File: src/rtl/fmul_rr_scheduler.sv
// ---------------------------------------------------------------------------
// fmul_rr_scheduler
//   Round-robin scheduler that lets N requesters share one pipelined 12-bit
//   fmul core (exc[11:10], sign[9], exp[8:5] bias 7, frac[4:0]). At most one
//   operand pair is issued per cycle. Every result comes back tagged with the
//   ID of the requester that issued it. The data path only routes operands
//   and results; it does no arithmetic on them.
//
// Parameters
//   N         number of requesters (2..8)
//   IDW       requester ID width, $clog2(N), minimum 1
//   FMUL_LAT  fmul core latency, operands stable -> fmul_r valid (>=1)
//
// Ports
//   clk        clock, rising edge
//   rst_n      synchronous reset, active low
//   req_valid  [N]      request i holds an operand pair
//   req_x      [N*12]   operand X of requester i at [12i+11:12i]
//   req_y      [N*12]   operand Y of requester i, same packing
//   req_ready  [N]      one-hot grant (combinational, 0 during reset)
//   fmul_x     [12]     registered operand X to the fmul core
//   fmul_y     [12]     registered operand Y to the fmul core
//   fmul_r     [12]     fmul core result
//   rsp_valid           response valid this cycle
//   rsp_id     [IDW]    owner of rsp_data
//   rsp_data   [12]     registered product
//
// Optional feature, macro FMUL_SCHED_PERF_EN:
//   busy_cnt   [32]     saturating count of cycles with a grant
//   stall_cnt  [32]     saturating count of cycles where a valid requester
//                       was not granted
//
// Latency: grant in cycle t -> rsp_valid in cycle t+2+FMUL_LAT.
// ---------------------------------------------------------------------------
module fmul_rr_scheduler #(
    parameter int N        = 4,
    parameter int IDW      = 2,
    parameter int FMUL_LAT = 1
) (
    input  logic            clk,
    input  logic            rst_n,
    input  logic [N-1:0]    req_valid,
    input  logic [N*12-1:0] req_x,
    input  logic [N*12-1:0] req_y,
    output logic [N-1:0]    req_ready,
    output logic [11:0]     fmul_x,
    output logic [11:0]     fmul_y,
    input  logic [11:0]     fmul_r,
    output logic            rsp_valid,
    output logic [IDW-1:0]  rsp_id,
    output logic [11:0]     rsp_data
`ifdef FMUL_SCHED_PERF_EN
    ,
    output logic [31:0]     busy_cnt,
    output logic [31:0]     stall_cnt
`endif
);

    localparam logic [IDW:0] N_W = (IDW+1)'(N);

    logic [IDW-1:0] rr_ptr_reg;
    logic [IDW-1:0] rr_ptr_next;
    logic           grant_any;
    logic [IDW-1:0] grant_id;
    logic [IDW:0]   cand;

    logic           issue_vld_reg;
    logic [IDW-1:0] issue_id_reg;

    logic           tag_vld_reg [FMUL_LAT];
    logic [IDW-1:0] tag_id_reg  [FMUL_LAT];

    logic [11:0]    x_arr [N];
    logic [11:0]    y_arr [N];

    // Unpack the flat operand buses so the issue mux is a plain array select.
    for (genvar gi = 0; gi < N; gi++) begin : g_unpack
        assign x_arr[gi] = req_x[12*gi +: 12];
        assign y_arr[gi] = req_y[12*gi +: 12];
    end

    // Search upward from rr_ptr, wrapping mod N; the first valid wins.
    // cand is one bit wider than an ID so rr_ptr + k cannot overflow before
    // the wrap correction.
    always_comb begin
        grant_any = 1'b0;
        grant_id  = '0;
        cand      = '0;
        for (int k = 0; k < N; k++) begin
            cand = {1'b0, rr_ptr_reg} + (IDW+1)'(k);
            if (cand >= N_W) begin
                cand = cand - N_W;
            end
            if (!grant_any && req_valid[cand[IDW-1:0]]) begin
                grant_any = 1'b1;
                grant_id  = cand[IDW-1:0];
            end
        end
    end

    // Ready is gated by reset so nothing is accepted while rst_n is low.
    for (genvar gi = 0; gi < N; gi++) begin : g_ready
        assign req_ready[gi] = rst_n & grant_any & (grant_id == IDW'(gi));
    end

    always_comb begin
        rr_ptr_next = rr_ptr_reg;
        if (grant_any) begin
            rr_ptr_next = (grant_id == IDW'(N-1)) ? '0 : grant_id + IDW'(1);
        end
    end

    // Issue stage: operands hold when idle so the core input stays quiet.
    always_ff @(posedge clk) begin
        if (!rst_n) begin
            rr_ptr_reg    <= '0;
            issue_vld_reg <= 1'b0;
            issue_id_reg  <= '0;
            fmul_x        <= '0;
            fmul_y        <= '0;
        end else begin
            rr_ptr_reg    <= rr_ptr_next;
            issue_vld_reg <= grant_any;
            if (grant_any) begin
                issue_id_reg <= grant_id;
                fmul_x       <= x_arr[grant_id];
                fmul_y       <= y_arr[grant_id];
            end
        end
    end

    // Tag pipe: FMUL_LAT stages so the tail lines up with fmul_r.
    for (genvar gi = 0; gi < FMUL_LAT; gi++) begin : g_tag
        always_ff @(posedge clk) begin
            if (!rst_n) begin
                tag_vld_reg[gi] <= 1'b0;
                tag_id_reg[gi]  <= '0;
            end else if (gi == 0) begin
                tag_vld_reg[gi] <= issue_vld_reg;
                tag_id_reg[gi]  <= issue_id_reg;
            end else begin
                tag_vld_reg[gi] <= tag_vld_reg[(gi > 0) ? gi-1 : 0];
                tag_id_reg[gi]  <= tag_id_reg[(gi > 0) ? gi-1 : 0];
            end
        end
    end

    // Response register; id/data only load when a tagged result arrives.
    always_ff @(posedge clk) begin
        if (!rst_n) begin
            rsp_valid <= 1'b0;
            rsp_id    <= '0;
            rsp_data  <= '0;
        end else begin
            rsp_valid <= tag_vld_reg[FMUL_LAT-1];
            if (tag_vld_reg[FMUL_LAT-1]) begin
                rsp_id   <= tag_id_reg[FMUL_LAT-1];
                rsp_data <= fmul_r;
            end
        end
    end

`ifdef FMUL_SCHED_PERF_EN
    logic stall_evt;
    assign stall_evt = |(req_valid & ~req_ready);

    always_ff @(posedge clk) begin
        if (!rst_n) begin
            busy_cnt  <= '0;
            stall_cnt <= '0;
        end else begin
            if (grant_any && (busy_cnt != 32'hFFFF_FFFF)) begin
                busy_cnt <= busy_cnt + 32'd1;
            end
            if (stall_evt && (stall_cnt != 32'hFFFF_FFFF)) begin
                stall_cnt <= stall_cnt + 32'd1;
            end
        end
    end
`endif

endmodule

File: config.mk
export PLATFORM = sky130hd
export DESIGN_NAME = fmul_rr_scheduler
export DESIGN_NICKNAME = d
export VERILOG_FILES = /design/src/rtl/fmul_rr_scheduler.sv
export SDC_FILE = /design/constraint.sdc
export NUM_CORES = 1
export LEC_CHECK = 0
export ABC_AREA = 1
export BUFFER_PORTS_ARGS = -buffer_cell sky130_fd_sc_hd__clkbuf_2
export CORE_UTILIZATION = 39
export DETAILED_ROUTE_END_ITERATION = 10
export PLACE_DENSITY = 0.72
export SETUP_SLACK_MARGIN = 0.05
export SLEW_MARGIN = 20
export SYNTH_ARGS = -nofsm -noshare
export SYNTH_HDL_FRONTEND = slang
export SYNTH_SLANG_ARGS = --single-unit
export TNS_END_PERCENT = 10
File: constraint.sdc
create_clock -name clk -period 2.1 [get_ports clk]
set_input_delay 0.105 -clock clk [delete_from_list [all_inputs] [get_ports clk]]
set_output_delay 0.105 -clock clk [all_outputs]
set_load 0.02 [all_outputs]
After elaboration in Yosys (flattened, before gate mapping)
Memories as Yosys holds them, arrays and structs flattened. A register that Yosys moved wholly into a read port is not among the register bits.
Index checks and enable logic that the tools add are counted.
{"block": "classes", "n_eq_ne": 3, "shifts": 0, "n_reduce_logical": 10, "mux": 33, "mul": 0, "magnitude_cmp": 9, "n_div": 0, "bitwise": 6, "n_addsub": 8}
{"cell": "binary-select mux 12 bit (select 2 bit)", "n": 2}
{"cell": "2-to-1 mux 12 bit", "n": 4}
{"cell": "2-to-1 mux 2 bit", "n": 10}
{"cell": "2-to-1 mux 1 bit", "n": 13}
{"cell": "greater-or-equal comparator 3 bit, second input constant", "n": 4}
{"cell": "< comparator 2 x 3 -> 1 bit, second input constant", "n": 4}
{"cell": "binary-select mux 1 bit (select 2 bit)", "n": 4}
{"cell": "subtractor 2 x 1 -> 2 bit, second input constant", "n": 4}
{"cell": "adder 2 x 2 -> 3 bit, second input constant", "n": 2}
{"cell": "bitwise AND 1 bit", "n": 5}
{"cell": "equality test 2 bit, second input constant", "n": 2}
{"cell": "zero test 1 bit", "n": 4}
{"cell": "adder 2 x 1 -> 3 bit, second input constant", "n": 1}
{"cell": "greater-or-equal comparator 2 x 3 -> 1 bit, second input constant", "n": 1}
{"cell": "logical AND 1 bit", "n": 3}
{"cell": "NOT 2 -> 3 bit", "n": 1}
{"cell": "adder 2 x 1 -> 2 bit, second input constant", "n": 1}
{"cell": "equality test 2 x 1 -> 1 bit, second input constant", "n": 1}
{"cell": "zero test 2 bit", "n": 1}
{"cell": "OR reduction 2 bit", "n": 1}
{"cell": "OR reduction 1 bit", "n": 1}
{"block": "word_totals", "elab_cells": 78, "rom_bits": 0, "mem_bits_rw": 3, "register_bits": 42, "in_bits": 114, "latchBits": 0, "out_inout_bits": 43, "memories": 2}
{"name": "tag_id_reg", "words": 1, "width": 2, "read_ports": 1, "rd_clocked_by_memory_dff": 1, "wr": 1, "line": "71", "source": "logic [IDW-1:0] tag_id_reg [FMUL_LAT];"}
{"name": "tag_vld_reg", "words": 1, "width": 1, "read_ports": 1, "rd_clocked_by_memory_dff": 0, "wr": 1, "line": "70", "source": "logic tag_vld_reg [FMUL_LAT];"}

Logic depth before layout (Yosys ltp)
Gate-level depths: netlist (run 1).
{"block": "depth", "word_depth": 18, "depth_mapped": 18, "ltp_nobuf": 15}

Least setup slack after synthesis (run 1)
OpenSTA, ideal clock, no wires.
{"block": "synth_timing", "kind": "register -> register", "from": "reg rr_ptr_reg[0]", "to": "reg rr_ptr_reg[1]", "setup_ns": 0.069, "period_less_slack_ns": 1.843, "required_time_ns": 2.031, "setup_slack_ns": 0.257, "path_buffers": 2, "stages_incl_launch_ff": 15, "arrival_ns": 1.774, "path_cell_list": "dfxtp_1 > buf_4 > nand2_1 > o21ai_1 > nand2_1 > nand2_1 > nand2_1 > nand2_2 > nand2_4 > nand2_2 > buf_6 > nand2_1 > nor2_1 > a21oi_1 > o21ai_1"}
{"block": "synth_via", "elab_chain_len": 16, "elab_cells_between_ends": 40, "classes_between": "add/sub (8); order compare (4); eq/ne (1); mux (21); reduce/logical (6)"}
{"element": "start, declared", "line": "61", "source": "logic [IDW-1:0] rr_ptr_reg;"}
{"element": "start signal, assigned", "line": "122", "source": "rr_ptr_reg <= rr_ptr_next;"}
{"element": "parallel branches: the longest is 16 deep, another holds adder 2 x 1 -> 3 bit"}
Parallel ways; which one is timed is not known. The select of a mux whose other input is x is not followed.
A chain may end at the register's enable or synchronous reset.

Final worst setup path (run 1)
{"block": "layout_timing", "from": "reg rr_ptr_reg[0]", "to": "out req_ready[3]"}
{"block": "layout_via", "elab_chain_len": 16, "elab_cells_between_ends": 40, "classes_between": "add/sub (7); order compare (4); eq/ne (1); mux (20); bitwise (2); reduce/logical (6)"}
{"element": "parallel branches: the longest is 15 deep, another holds adder 2 x 1 -> 3 bit"}
{"element": "bitwise AND 1 bit *", "line": "103", "source": "assign req_ready[gi] = rst_n & grant_any & (grant_id == IDW'(gi));"}
{"element": "end, declared", "line": "45", "source": "output logic [N-1:0] req_ready,"}
Mark *: on every way between the ends. The select of a mux whose other input is x is not followed.

==> metrics.txt, run 1 <==
H-tree depth 2; R2R Setup Slk 0.14 ns; Ys Warns 0; outcome finished, final reports clean; Diodes inserted 0; Reg2Reg Depth 17; RR Endpoint fmul_y[9]; 1st-pass router iterations 5; Cell Area, Synth 2850 um^2; WHS Endpoint rsp_data[5]; Worst Path Max Fanout 12; Setup WS pre-CTS approximately 0.18 ns; nets@finish about 780; GPL Wtd Cong 0.916; root buffer cell clkbuf_8; CTS clk-pin slew, worst paths around 0.090 ns; routed wire length around 9400 um; Synth Area per Inst around 5.7 um^2; Post-synth EDFFs 0; Final Hold Viols 0; worst reg2reg startpoint rr_ptr_reg[0]; Longest Clk Path Bufs 2; die height between 80 and 90 um; max_cap viols 0; Hold Crit Class input pin to flip-flop; clk sinks 47; Static Leak between 0.002 and 0.003 uW; Seq cells post-synth 47; dominant synthesized flop cell dfxtp_1; Post-synth top cells nand2_1 (227), nand3_1 (94), dfxtp_1 (47), nor2_1 (35), inv_1 (32); Buffers on Ports approximately 160; initial drt markers 134; vias in the first global route roughly 3200; vias per inst just under 5; Worst Setup Path Type flip-flop to output pin; Worst Skew between 0.005 and 0.006 ns; worst-margin pin slew about 0.48 ns; post-synthesis sequential area ratio 33.0%; WHS 0.0178 ns; Critical Path AT roughly 1.9 ns; largest net degree at the start of global routing 43; GRT Overall Usage 23.5%; hpwl dp between 6000 and 7000 um; final worst path period need about 2 ns; top flop regs fmul_x x12, fmul_y x12, rsp_data x12; CTS tree built; DRC errors left 0; setup ws final roughly 0.11 ns; most frequent cell after synthesis nand2_1; fin area between 4000 and 5000 um^2; Worst-Skew Late Latency roughly 0.3 ns; Worst EP required about 2 ns; pwr dens about 1600 nW/um^2; Crit path largest cell delay 0.39 ns; final worst path period share between 90% and 100%; Yosys cell types 21; cell chain of the critical path inv_6 -> nand2_1 -> nand2_1 -> nand2_1 -> nand2_2 -> nand2_1 -> nand2_2 -> nand2_4 -> nand2_4 -> nand2_4 -> nor2_2 -> buf_4; synthesis-to-finish area growth 45.4%; Slew Limit Fails 0; initial antenna violation count 0; Remaining Overflow, GRT 0; RSZ-0062 raised after global routing yes; Fill cells between 600 and 700; area of the die about 7700 um^2; first-pass GRT wire length approximately 14000 um; Rows 30; Post-DRT Antenna Nets 0; top-area cell type share of the netlist area between 30% and 40%; worst hold start fmul_r[5]; Hold Buf Count CTS 0; routed len/inst between 10 and 15 um; Rel. slew slack around two thirds; Hold Crit Depth 3; DIE WIDTH 87.5 um; layout cells sized above 1 34.6%; Critical Path Slowest Stage Cell dfxtp_4; cts bufs inserted 5; total power 6480 uW; Net Count, Synth 611; FFs w/ async S/R, synth 0%; Starting Density approximately two fifths; Setup crit start kind flip-flop; FMAX roughly 0.5 GHz; Finish-stage setup viols 0; post-synth top area cell dfxtp_1; boundary pin count between 150 and 200; maximum vdd drop between 0.7 and 0.8 mV; cell count after synthesis 497; largest cells by area after synthesis dfxtp_1 (33%), nand2_1 (30%), nand3_1 (16%), nor2_1 (4.6%), inv_1 (4.2%); most frequent cell on the critical path nand2_1; CORE AREA between 6000 and 7000 um^2; DP Area ~3800 um^2; via count approximately 3700; Critical Path Sink Type output pin
-- final cells by class --
cell class | instances | area, um^2 | share of cell area (%)
multi-input cells | 385 | 1740 | 42.1
repair buffers | 189 | 1110 | 26.9
flip-flops and latches | 47 | 946 | 22.8
inverters | 35 | 136 | 3.29
well taps | 96 | 120 | 2.90
clock buffers | 6 | 72.6 | 1.75
clock inverters | 2 | 12.5 | 0.302
-- cell usage in the layout, fill, tap and decap left out --
master,netlist,routed
nand2_1,227,216
clkbuf_2,0,152
nand3_1,94,91
dfxtp_1,47,45
inv_1,32,31
nor2_1,35,31
buf_4,1,27
o21ai_0,14,14
nand2_2,3,10
nor2_4,0,5
nand2_4,1,5
clkbuf_8,0,5
buf_6,3,5
buf_12,0,4
inv_2,3,3
nand3_2,0,3
nor2_2,3,2
inv_6,0,1
o21ai_4,0,1
o21ai_2,0,1
nand4_1,1,1
nand4_4,0,1
nor3_1,1,1
a21oi_1,1,1
o21ai_1,3,1
o22ai_1,1,1
clkinvlp_4,0,1
clkbuf_1,10,1
clkinv_2,0,1
buf_8,0,1
dfxtp_4,0,1
dfxtp_2,0,1
-- how the worst max path moves through the flow --
stage                       start       endpoint  slack [ns]  depth (start not counted)
floorplan           rr_ptr_reg[0]  rr_ptr_reg[1]        0.26                         14
global placement    rr_ptr_reg[0]   req_ready[1]        0.23                         11
detailed placement  rr_ptr_reg[0]      fmul_y[3]        0.18                         14
CTS                 rr_ptr_reg[0]   req_ready[2]        0.04                         10
global route        rr_ptr_reg[0]      fmul_x[7]       -0.04                         17
finish              rr_ptr_reg[0]   req_ready[3]        0.11                         12
-- worst max-delay path, delay by kind of cell (launching register included) --
family	cells	cell delay (ns)
DFF	1	0.39
buffers and inverters	2	0.25
and+or+nand+nor	10	0.94
-- stage by stage --
stage / setup TNS (ns) / cells / util, %
after floorplan: 0 / 497 / -
after global placement: 0 / 739 / 54.5
after detailed placement: 0 / 739 / 54.5
after CTS: 0 / 751 / 56.9
after global routing: -0.258 / 760 / 59.7
final: 0 / 760 / 59.7
-- routing by layer --
layer / share of wire [%] / track usage, % / up-vias
li1: - / - / 1884
met1: 40 / 26.8 / 1642
met2: 49 / 42.0 / 159
met3: 8.9 / 6.73 / 18
met4: 1.8 / 8.05 / 0
met5: 0 / 0 / -
-- where the power goes --
part,switching (uW),internal (uW)
Combinational,2820,1810
Sequential,150,1150
Clock,315,233
-- what timing repair did --
action,CTS,global route
setup buffers,4,9
gates resized for setup,16,34
pin swaps,4,11
setup endpoints to repair,4,17
-- logic make-up (layout without fill, tap and decap cells) --
family          Yosys count  count (layout)  synth area share (%)
compound gates           19              19                  3.38
flops                    47              47                  33.0
buf+inv                  65             232                  10.1
simple gates            366             366                  53.5
No activity file was read; power rests on OpenSTA's default activity.
==> run 2, diff against run 1 <==
CTS_BUF_LIST = sky130_fd_sc_hd__clkbuf_2 sky130_fd_sc_hd__clkbuf_4 sky130_fd_sc_hd__clkbuf_8   (was default)
clock period = 2 ns   (was 2.1 ns; I/O delays follow)
==> metrics.txt, run 2 (same netlist as run 1, synthesis figures left out) <==
Worst Setup Path Type flip-flop to output pin (unchanged); CORE AREA 6940 um^2 (unchanged); Worst Skew 0.00856 ns (was 0.00571 ns); DP Area 3790 um^2 (unchanged); setup ws final 0.0269 ns (was 0.109 ns); Hold Crit Class input pin to flip-flop (unchanged); CTS tree built (unchanged); area of the die 7660 um^2 (unchanged); total power 7850 uW (was 6480 uW); worst-margin pin slew 0.472 ns (was 0.478 ns); Setup crit start kind flip-flop (unchanged); top flop regs fmul_x x12, fmul_y x12, rsp_data x12 (unchanged); Critical Path AT 1.87 ns (was 1.89 ns); Post-DRT Antenna Nets 0 (unchanged); DP Cell Count 739 (unchanged); Worst EP required 1.90 ns (was 2.00 ns); Critical Path Sink Type output pin (unchanged); pwr dens 1730 nW/um^2 (was 1560 nW/um^2); hpwl dp 6880 um (was 6790 um); maximum vdd drop 0.973 mV (was 0.721 mV); final worst path period share a little under 100%; initial antenna violation count 0 (unchanged); commonest non-fill, non-tap cells in the layout nand2_1 (201), clkbuf_2 (152), nand3_1 (65) (was nand2_1 (216), clkbuf_2 (152), nand3_1 (91)); vias in the first global route 3300 (was 3230); GRT Overall Usage 23.8% (was 23.5%); fin area 4540 um^2 (was 4150 um^2); Static Leak 0.00269 uW (was 0.00251 uW); cts bufs inserted 5 (unchanged); commonest non-fill, non-tap cell in the layout nand2_1 (unchanged); root buffer cell clkbuf_8 (unchanged); Longest Clk Path Bufs 2 (unchanged); initial drt markers 154 (was 134); Reg2Reg Depth 16 (was 17); synthesis-to-finish area growth 59.3% (was 45.4%); Final Hold Viols 0 (unchanged); Buffers on Ports 156 (unchanged); Slew Limit Fails 0 (unchanged); WHS 0.0159 ns (was 0.0178 ns); Worst-Skew Late Latency 0.31 ns (was 0.30 ns); Setup WS pre-CTS 0.0100 ns (was 0.182 ns); Starting Density 41.1% (unchanged); Rows 30 (unchanged); Remaining Overflow, GRT 0 (unchanged); Finish-stage setup viols 0 (unchanged); nets@finish 783 (was 777); clk sinks 47 (unchanged); DIE WIDTH 87.5 um (unchanged); DRC errors left 0 (unchanged); max_cap viols 0 (unchanged); fin cells 766 (was 760); Hold Crit Depth 3 (unchanged); layout cells sized above 1 41.8% (was 34.6%); vias per inst 4.99 (was 4.87); Worst Path Max Fanout 6 (was 12); routed wire length 10200 um (was 9410 um); first-pass GRT wire length 14500 um (was 14200 um); Rel. slew slack 68.5% (was 68.1%); final worst path period need a little under 2 ns; GPL Wtd Cong 0.930 (was 0.916); Diodes inserted 0 (unchanged); CTS clk-pin slew, worst paths 0.10 ns (was 0.09 ns); via count 3821 (was 3703); largest net degree at the start of global routing 43 (unchanged); FMAX between 0.5 and 0.6 GHz; outcome finished, final reports clean (unchanged); routed len/inst 13.3 um (was 12.4 um); RSZ-0062 raised after global routing yes (unchanged); 1st-pass router iterations 4 (was 5); boundary pin count 157 (unchanged); H-tree depth 2 (unchanged); die height 87.5 um (unchanged)
[run 2: cell types whose count changed in the layout (fill, tap and decap cells not counted), moves of 6 or more]
cell / delta
nand3_1: -26
nand3_2: +24
nand2_1: -15
nand2_4: +9
buf_6: +7
nand2_2: +6
[run 2: final timing paths]
check                                       to     startpoint  slack, ns
worst min-delay path               rsp_data[1]      fmul_r[1]       0.02
worst min register to register  tag_vld_reg[0]  issue_vld_reg       0.44
worst max register to register       fmul_y[1]  rr_ptr_reg[0]       0.05
worst max-delay path              req_ready[1]  rr_ptr_reg[0]       0.03
[run 2: power by group]
group	leakage, uW	internal [uW]	total [uW]	switching [uW]
Sequential	0.000390	1210	1380	167
Clock	0.0000495	260	621	361
Combinational	0.00225	2410	5850	3440
Total	0.00269	3880	7850	3960
[run 2: repair_timing]
action,CTS,global route
hold buffers,0,0
setup endpoints to repair,27,28
gates cloned,0,4
setup buffers,9,6
pin swaps,12,34
gates resized for setup,37,88
[run 2: final cells by class]
type / count / area [um^2]
Clock buffer: 5 / 68.8
Clock inverter: 3 / 26.3
Fill cell: 638 / 2400
Inverter: 35 / 144
Multi-Input combinational cell: 385 / 1990
Sequential cell: 47 / 948
Tap cell: 96 / 120
Timing Repair Buffer: 195 / 1240
[run 2: layer usage]
layer / GRT usage, % / up-vias / share of wire (%)
met5: 0 / - / 0
met4: 6.26 / 0 / 1.1
met3: 5.31 / 14 / 7.1
met2: 44.0 / 155 / 50
met1: 27.7 / 1745 / 41
li1: - / 1907 / -
[run 2: stage by stage]
stage / TNS [ns] / utilization, %
2_1_floorplan: 0 / -
3_3_place_gp: 0 / 54.5
3_5_place_dp: 0 / 54.5
4_1_cts: 0 / 58.8
5_1_grt: -0.436 / 65.4
6_report: 0 / 65.4
[run 2: critical path, stage by stage (launching register included)]
cell	delay, ns
dfxtp_4	0.43
buf_8	0.16
nand2_1	0.08
nand2_2	0.08
nand2_2	0.07
nand2_4	0.13
nand4_4	0.15
nand2_4	0.12
nand2_4	0.08
nor2_4	0.13
buf_8	0.12
==> run 3, diff against run 2 <==
SETUP_SLACK_MARGIN = default   (was 0.05)
==> metrics.txt, run 3 (same netlist as run 1, synthesis figures left out) <==
first-pass GRT wire length 14300 um (was 14500 um); via count 3747 (was 3821); Worst Skew 0.00686 ns (was 0.00856 ns); commonest non-fill, non-tap cells in the layout nand2_1 (196), clkbuf_2 (152), nand3_1 (83) (was nand2_1 (201), clkbuf_2 (152), nand3_1 (65)); final worst path period share 98.5% (was 98.7%); worst hold start fmul_r[1] (unchanged); synthesis-to-finish area growth 52.6% (was 59.3%); Setup crit start rr_ptr_reg[0] (unchanged); nets@finish 781 (was 783); pwr dens 1730 nW/um^2 (about the same); Worst Setup Path Type flip-flop to output pin (unchanged); cts bufs inserted 5 (unchanged); Rel. slew slack 68.2% (was 68.5%); GRT Overall Usage 23.6% (was 23.8%); hpwl dp 6880 um (unchanged); Hold Buf Count CTS 0 (unchanged); boundary pin count 157 (unchanged); gr busiest metal met2 (unchanged); RR Endpoint fmul_y[7] (was fmul_y[1]); CORE AREA 6940 um^2 (unchanged); Diodes inserted 0 (unchanged); Final Hold Viols 0 (unchanged); WHS Endpoint rsp_data[1] (unchanged); Critical Path AT 1.87 ns (about the same); worst-margin pin slew 0.476 ns (was 0.472 ns); H-tree depth 2 (unchanged); total power 7540 uW (was 7850 uW); routed wire length 9950 um (was 10200 um); DIE WIDTH 87.5 um (unchanged); Remaining Overflow, GRT 0 (unchanged); grt met3 use 5.50% (was 5.31%); area of the die 7660 um^2 (unchanged); max_cap viols 0 (unchanged); Worst EP required 1.90 ns (about the same); routed len/inst 13.0 um (was 13.3 um); initial antenna violation count 0 (unchanged); 1st-pass router iterations 4 (unchanged); layout cells sized above 1 39.4% (was 41.8%); Buffers on Ports 156 (unchanged); worst reg2reg startpoint rr_ptr_reg[0] (unchanged); Finish-stage setup viols 0 (unchanged); Reg2Reg Depth 15 (was 16); CTS clk-pin slew, worst paths 0.10 ns (about the same); Critical Path Sink Type output pin (unchanged); Hold Crit Depth 3 (unchanged); root buffer cell clkbuf_8 (unchanged); Setup crit start kind flip-flop (unchanged); maximum vdd drop 0.963 mV (was 0.973 mV); die height 87.5 um (unchanged); DRC errors left 0 (unchanged); initial drt markers 106 (was 154); clk sinks 47 (unchanged); Post-DRT Antenna Nets 0 (unchanged); Worst Path Max Fanout 6 (unchanged); RSZ-0062 raised after global routing yes (unchanged); top flop regs fmul_x x12, fmul_y x12, rsp_data x12 (unchanged); met1 usage 27.3% (was 27.7%); post-route core utilization 62.7% (was 65.4%); Slew Limit Fails 0 (unchanged); Starting Density 41.1% (unchanged); setup TNS 0 ns (unchanged); Static Leak 0.00260 uW (was 0.00269 uW); final worst path period need 1.97 ns (about the same); commonest non-fill, non-tap cell in the layout nand2_1 (unchanged); R2R Setup Slk 0.05 ns (about the same); Longest Clk Path Bufs 2 (unchanged); FMAX 0.508 GHz (was 0.507 GHz); vias per inst 4.90 (was 4.99); largest net degree at the start of global routing 43 (unchanged); vias in the first global route 3263 (was 3300); Worst-Skew Late Latency 0.31 ns (about the same); Hold Crit Class input pin to flip-flop (unchanged); GPL Wtd Cong 0.930 (unchanged); GR Util met2 43.5% (was 44.0%); outcome finished, final reports clean (unchanged); WHS 0.0122 ns (was 0.0159 ns); Rows 30 (unchanged); CTS tree built (unchanged)
==> run 3: area by class of cell <==
cell class	instances	area (um^2)
clock buffer	5	68.8
clock inverter	3	26.3
fill	678	2590
inverter	35	139
multi-input combinational	385	1860
sequential	47	946
tap	96	120
timing repair buffer	193	1190
==> run 3: per-layer routing <==
metal  share of wire, %  vias to the layer above
met5                  0                        -
met4                1.5                        0
met3                6.7                       15
met2                 49                      136
met1                 43                     1697
li1                   -                     1899
==> run 3: how the worst max path moves through the flow <==
stage | endpoint | cells after the start
after floorplan | rr_ptr_reg[1] | 14
after global placement | req_ready[1] | 11
after detailed placement | req_ready[1] | 11
after CTS | req_ready[0] | 12
after global routing | fmul_y[7] | 15
final | req_ready[3] | 12
==> run 3: worst max-delay path, stage by stage, from the launching register on <==
cell and delay, ns:
dfxtp_4 0.43, buf_6 0.16, nand2_1 0.07, nand2_1 0.10, nand2_2 0.08, nand2_4 0.10
nand2_2 0.08, nand2_4 0.09, nand2_4 0.07, nand2_4 0.08, nand2_4 0.08, nor2_4 0.11
buf_6 0.12
==> run 3: stage by stage <==
step | setup WS [ns] | instances | area, um^2
after floorplan | 0.157 | 497 | 2850
after global placement | 0.106 | 739 | 3790
after detailed placement | 0.0100 | 739 | 3790
after CTS | -0.00243 | 752 | 3990
after global routing | -0.0730 | 764 | 4350
final | 0.0306 | 764 | 4350
==> run 3: power breakdown <==
group | leakage, uW | switching, uW | internal, uW
clock network | 0.0000495 | 362 | 260
logic | 0.00216 | 3260 | 2290
registers | 0.000390 | 164 | 1210
total | 0.00260 | 3780 | 3760
==> run 3: what timing repair did <==
action	CTS	global route
setup buffers	6	8
endpoints found under the setup margin	5	28
pin swaps	4	31
resized for setup	22	74
cloned	0	4
